**config.mk**
```make
export PLATFORM = sky130hd
export DESIGN_NAME = serial_subtractor
export DESIGN_NICKNAME = d
export VERILOG_FILES = /design/src/rtl/serial_subtractor.sv
export SDC_FILE = /design/constraint.sdc
export NUM_CORES = 1
export LEC_CHECK = 0
export ABC_AREA = 1
export BUFFER_PORTS_ARGS = -buffer_cell sky130_fd_sc_hd__buf_4
export CAP_MARGIN = 15
export CORE_ASPECT_RATIO = 1.75
export CORE_MARGIN = 2
export CORE_UTILIZATION = 57
export DETAILED_ROUTE_END_ITERATION = 10
export HOLD_SLACK_MARGIN = 0.06
export PLACE_DENSITY = 0.8
export SLEW_MARGIN = 40
export SYNTH_ARGS = -nofsm -noshare
export SYNTH_HDL_FRONTEND = slang
export SYNTH_SLANG_ARGS = --single-unit
```
**constraint.sdc**
```tcl
create_clock -name clk -period 3.25 [get_ports clk]
set_input_delay 0.4875 -clock clk [delete_from_list [all_inputs] [get_ports clk]]
set_output_delay 0.4875 -clock clk [all_outputs]
set_load 0.02 [all_outputs]
```
**src/rtl/serial_subtractor.sv**
```systemverilog
// Digit-serial subtractor: D = A - B - Bin, DIGIT bits per clock, with a registered borrow
// chain, start/busy/done handshake and signed-overflow flag.
module serial_subtractor #(
  parameter int unsigned WIDTH = 8,
  parameter int unsigned DIGIT = 1
) (
  input  logic             clk,
  input  logic             rst,
  input  logic             start,
  input  logic [WIDTH-1:0] A,
  input  logic [WIDTH-1:0] B,
  input  logic             Bin,
  output logic             busy,
  output logic             done,
  output logic [WIDTH-1:0] D,
  output logic             Bout,
  output logic             V
);

  localparam int unsigned N    = WIDTH / DIGIT;
  localparam int unsigned CntW = (N > 1) ? $clog2(N) : 1;

  if (WIDTH < 1 || DIGIT < 1 || DIGIT > WIDTH || (WIDTH % DIGIT) != 0) begin : g_bad_params
    $error("serial_subtractor: need 1 <= DIGIT <= WIDTH and WIDTH %% DIGIT == 0");
  end

  typedef enum logic [1:0] {StIdle, StRun, StDone} state_e;

  state_e            state_q, state_d;
  logic [WIDTH-1:0]  a_q, a_d;
  logic [WIDTH-1:0]  b_q, b_d;
  logic              borrow_q, borrow_d;
  logic [CntW-1:0]   cnt_q, cnt_d;
  logic              amsb_q, amsb_d;
  logic              bmsb_q, bmsb_d;
  logic [WIDTH-1:0]  d_q, d_d;
  logic              bout_q, bout_d;
  logic              v_q, v_d;

  logic [DIGIT:0]    diff;
  logic [WIDTH-1:0]  a_shift;

  assign diff = {1'b0, a_q[DIGIT-1:0]} - {1'b0, b_q[DIGIT-1:0]} - {{DIGIT{1'b0}}, borrow_q};

  // The minuend register doubles as the result register: difference digits enter at the MSB
  // end as consumed minuend digits leave at the LSB end.
  assign a_shift = (a_q >> DIGIT) | (WIDTH'(diff[DIGIT-1:0]) << (WIDTH - DIGIT));

  always_comb begin
    state_d  = state_q;
    a_d      = a_q;
    b_d      = b_q;
    borrow_d = borrow_q;
    cnt_d    = cnt_q;
    amsb_d   = amsb_q;
    bmsb_d   = bmsb_q;
    d_d      = d_q;
    bout_d   = bout_q;
    v_d      = v_q;

    unique case (state_q)
      StIdle, StDone: begin
        state_d = StIdle;
        if (start) begin
          state_d  = StRun;
          a_d      = A;
          b_d      = B;
          borrow_d = Bin;
          cnt_d    = '0;
          amsb_d   = A[WIDTH-1];
          bmsb_d   = B[WIDTH-1];
        end
      end
      StRun: begin
        a_d      = a_shift;
        b_d      = b_q >> DIGIT;
        borrow_d = diff[DIGIT];
        cnt_d    = cnt_q + CntW'(1);
        if (cnt_q == CntW'(N - 1)) begin
          // Results are committed on entry to StDone so they appear together with done.
          state_d = StDone;
          d_d     = a_shift;
          bout_d  = diff[DIGIT];
          v_d     = (amsb_q ^ bmsb_q) & (a_shift[WIDTH-1] ^ amsb_q);
        end
      end
      default: state_d = StIdle;
    endcase
  end

  always_ff @(posedge clk) begin
    if (rst) begin
      state_q  <= StIdle;
      a_q      <= '0;
      b_q      <= '0;
      borrow_q <= 1'b0;
      cnt_q    <= '0;
      amsb_q   <= 1'b0;
      bmsb_q   <= 1'b0;
      d_q      <= '0;
      bout_q   <= 1'b0;
      v_q      <= 1'b0;
    end else begin
      state_q  <= state_d;
      a_q      <= a_d;
      b_q      <= b_d;
      borrow_q <= borrow_d;
      cnt_q    <= cnt_d;
      amsb_q   <= amsb_d;
      bmsb_q   <= bmsb_d;
      d_q      <= d_d;
      bout_q   <= bout_d;
      v_q      <= v_d;
    end
  end

  assign busy = (state_q == StRun);
  assign done = (state_q == StDone);
  assign D    = d_q;
  assign Bout = bout_q;
  assign V    = v_q;

endmodule
```
# ---- Yosys cells after proc, flatten, opt, wreduce, memory -nomap -nowiden
# Index checks and enable logic that the tools add are counted.
dict set report word_totals {
  regBits 34
  elab_cells 39
}
dict set report op_classes {
  reduce_logical 6
  n_addsub 3
  n_eq_ne 5
  n_mux 11
  bitwise_logic 4
}
# op count
set ops {}
lappend ops {{one-hot mux 8 bit (2 select lines)} 2}
lappend ops {{2-to-1 mux 8 bit} 2}
lappend ops {{bitwise OR 7 x 8 -> 8 bit} 1}
lappend ops {{one-hot mux 3 bit (2 select lines)} 1}
lappend ops {{AND reduction 2 bit} 3}
lappend ops {{one-hot mux 2 bit (2 select lines)} 1}
lappend ops {{adder 3 x 1 -> 3 bit, second input constant} 1}
lappend ops {{equality test 3 bit, second input constant} 1}
lappend ops {{2-to-1 mux 3 bit} 1}
lappend ops {{equality test 2 x 1 -> 1 bit, second input constant} 1}
lappend ops {{equality test 2 bit, second input constant} 1}
lappend ops {{zero test 2 bit} 1}
lappend ops {{2-to-1 mux 1 bit} 2}
lappend ops {{2-to-1 mux 2 bit} 1}
lappend ops {{inequality test 2 x 1 -> 1 bit, second input constant} 1}
lappend ops {{inequality test 2 bit, second input constant} 1}
lappend ops {{one-hot mux 1 bit (2 select lines)} 1}
lappend ops {{nonzero test 2 bit} 1}
lappend ops {{OR reduction 2 bit} 1}
lappend ops {{subtractor 1 x 1 -> 2 bit} 1}
lappend ops {{subtractor 2 x 1 -> 2 bit} 1}
lappend ops {{bitwise XOR 1 bit} 2}
lappend ops {{AND 1 bit} 1}

# ---- Longest topological paths before layout
dict set report logic_depth {
  word_depth 5
  depth_mapped 7
}

# ---- Worst setup path after synthesis
# No wires, ideal clock.
dict set report synth_timing {
  kind {reg-to-reg}
  from {reg a_q[0]}
  to {reg a_q[7]}
  arrival_ns 1.189
  t_required_ns 3.132
  path_stages_with_launch 8
  setup_slack_ns 1.942
  setup_time_ns 0.118
  path_cell_list {dfxtp_1 inv_1 fa_1 inv_1 nand3_1 nand2_1 nor2_1 nor2_1}
}
dict set report synth_via {
  elab_chain_cells 4
}
# element line
set synth_rtl {}
lappend synth_rtl {{from (decl)} 30} ;# logic [WIDTH-1:0] a_q, a_d;
lappend synth_rtl {{from (signal assigned)} 94} ;# a_q <= '0;
lappend synth_rtl {{from (signal assigned)} 105} ;# a_q <= a_d;
lappend synth_rtl {{subtractor 1 x 1 -> 2 bit} 43} ;# assign diff = {1'b0, a_q[DIGIT-1:0]} - {1'b0, b_q[DIGIT-1:0]} - {{DIGIT{1'b0}}, borrow_q};
lappend synth_rtl {{subtractor 2 x 1 -> 2 bit} 43}
lappend synth_rtl {{bitwise OR 7 x 8 -> 8 bit} 47} ;# assign a_shift = (a_q >> DIGIT) | (WIDTH'(diff[DIGIT-1:0]) << (WIDTH - DIGIT));
lappend synth_rtl {{one-hot mux 8 bit (2 select lines)} 61} ;# unique case (state_q)
# Every way passes these cells.
# A chain may end at the register's enable or synchronous reset.

# ---- Worst setup path in the final report
dict set report layout_timing {
  from {reg state_q[0]}
  to {out busy}
}
dict set report layout_via {
  elab_chain_cells 1
}
# element line
set layout_rtl {}
lappend layout_rtl {{from (decl)} 29} ;# state_e state_q, state_d;
lappend layout_rtl {{from (signal assigned)} 93} ;# state_q <= StIdle;
lappend layout_rtl {{from (signal assigned)} 104} ;# state_q <= state_d;
lappend layout_rtl {{equality test 2 x 1 -> 1 bit} 117} ;# assign busy = (state_q == StRun);
lappend layout_rtl {{to (decl)} 13} ;# output logic busy,
# Every way passes these cells.

==> flow_summary.yaml <==
clocking:
  post_cts_buffers: 0
  cts_resized: 0
  numCtsBuffers: 5
  cts_buffer_depth: 2
  clkLatencyLatePin_ns: 0.29
  cts.sinks: 34
  hold_buffers: 0
  cts.clk_slew.worst_paths_ns: 0.07
  cts_tree: "done"
  cts_root_buf: "clkbuf_8"
  h-tree-depth: 2
synth:
  seq_area_frac_synth_pct: 43.98
  avgSynthCellArea_um2: 7.405
  syn_inst: 209
  ys_warn_count: 0
  synth_top_area_cell: "dfxtp_1"
  synth_area_um2: 1548
  synth.distinct_cells: 19
  syn-num-nets: 232
  yosysTopAreaCellShare_pct: 43.98
  ys_ff_latch: 34
  synth_area_leaders: "dfxtp_1 (44%), nand3_1 (15%), nand2_1 (7.5%), inv_1 (6.1%), nor2_1 (5.3%)"
floorplanning:
  die_h_um: 72.94
  start_util_pct: 58.90
  die-area_um2: 3165
  core_area_um2: 2628
  pin_count: 32
  fp.dieW_um: 43.39
  row_count: 25
power:
  p_per_area_nw_per_um2: 524.5
  ir_worst_vdd_mv: 0.4000
  totalPowerFinal_uw: 964.7
  cellLeakagePower_uw: 0.0008702
job:
  max-cap-violations: 0
setup_path:
  cp_slowest_stage_delay_ns: 0.40
  start_kind: "flop"
  r2r_slack_ns: 1.61
  critical_path_class: "reg2out"
  crit_arrival_ns: 1.30
  cp_max_fo: 15
  crit_chain: "inv_2, nor2_4, buf_4"
  end_kind: "output port"
  required_ns: 2.76
  slowest_stage: "dfxtp_1"
sta:
  hold_viol: 0
  fin_setup_tns_ns: 0
  maxSlewHeadroom_pct: 55.66
  finalClockSkew_ns: 0.004641
  grt_setup_unrepaired: "false"
  finalCritPeriodShare_pct: 54.94
  setup-violations-final: 0
  slew_viol_final: 0
  whs_ns: 0.4239
  layout_min_cycle_time_ns: 1.786
  worst-slew-pin-transition_ns: 0.6635
  clock.fmax_mhz: 560.0
drt:
  drtIter0Drc: 44
  dr.pass1.iters: 4
  ant_nets: 0
  drc_errors: 0
  wl_per_cell_um: 11.21
  vias: 1341
  drt_wl_total_um: 2960
  vias_per_cell: 5.080
placement:
  hpwl_um: 2021
  dpl_cell_area_um2: 1729
  place.gp.congestion: 0.7657
  portBuffers: 31
layout:
  fin_nets: 259
  finalInstanceArea_um2: 1839
  layout_commonest_cell: "nand3_1"
  final_cell_mix: "nand3_1 (45), dfxtp_1 (34), buf_4 (32)"
  drive_gt1_share_pct: 19.83
  area_growth_pct: 18.84
  antenna_cells: 0
grt:
  overflow: 0
  grt_pass1_vias: 1230
  gr-usage-all-layers_pct: 21.05
  grt_max_degree: 36
  grt_first_pass_wirelength_um: 4940
  antenna_found_initial: 0
status:
  status: "finished clean"
worst_hold_path:
  hp-class: "in2reg"
[critical path, delay by kind of cell, from the launching register on]
family | cells | cell delay, ns
flops | 1 | 0.40
buf+inv | 2 | 0.31
simple gates | 1 | 0.29
[routing by layer]
metal	share of wire [%]	vias up	wire length (um)	global-route usage [%]
li1	-	723	-	-
met1	45	583	1335	22.78
met2	48	28	1411	34.33
met3	4.6	7	136	7.426
met4	2.5	0	75	12.79
met5	0	-	0	0
[cell usage after synthesis, drive strengths merged]
library cell	number
nand2	33
dfxtp	34
nand3	45
nand3b	1
buf	12
nor2	23
a21oi	9
inv	27
o21ai	9
ha	2
fa	1
nor3	13
[layout make-up]
class / instances / area [um2]
inverter: 27 / 101.3
clock buffer: 8 / 110.1
tap: 27 / 33.78
sequential: 34 / 680.7
timing repair buffer: 32 / 240.2
fill: 237 / 788.3
multi-input combinational: 136 / 673.1
[metrics by stage]
stage	util [%]	worst slack (ns)	cells
2_1_floorplan	-	1.942	209
3_3_place_gp	65.81	1.704	256
3_5_place_dp	65.81	1.612	256
4_1_cts	70.00	1.451	264
5_1_grt	70.00	1.376	264
6_report	70.00	1.464	264
[state kept, by name, summed over array words and instances, names as in the netlist]
name and count:
amsb_q 1, D 8, cnt_q 3, state_q 2
a_q 8, V 1, Bout 1, b_q 8
borrow_q 1, bmsb_q 1
[where the power goes]
group          switching [uW]  total (uW)  internal (uW)
Sequential               10.1         454            444
Clock                     148         362            214
Combinational            90.4         149           58.6
Total                     248         965            716
[path summary, 6_finish.rpt]
kind / startpoint / endpoint / cells after the start
worst max register to register: cnt_q[0] / D[2] / 6
worst max-delay path: state_q[0] / busy / 3
worst min register to register: cnt_q[0] / cnt_q[0] / 1
worst min-delay path: A[2] / a_q[2] / 3
[logic make-up (layout without fill, tap and decap cells)]
kind of cell | Yosys count | count (layout) | synth area share, %
fa+ha+maj | 3 | 3 | 2.910
buf+inv | 39 | 67 | 12.53
simple gates | 115 | 115 | 34.28
compound gates | 18 | 18 | 6.305
flops | 34 | 34 | 43.98
No activity file was read; power rests on OpenSTA's default activity.
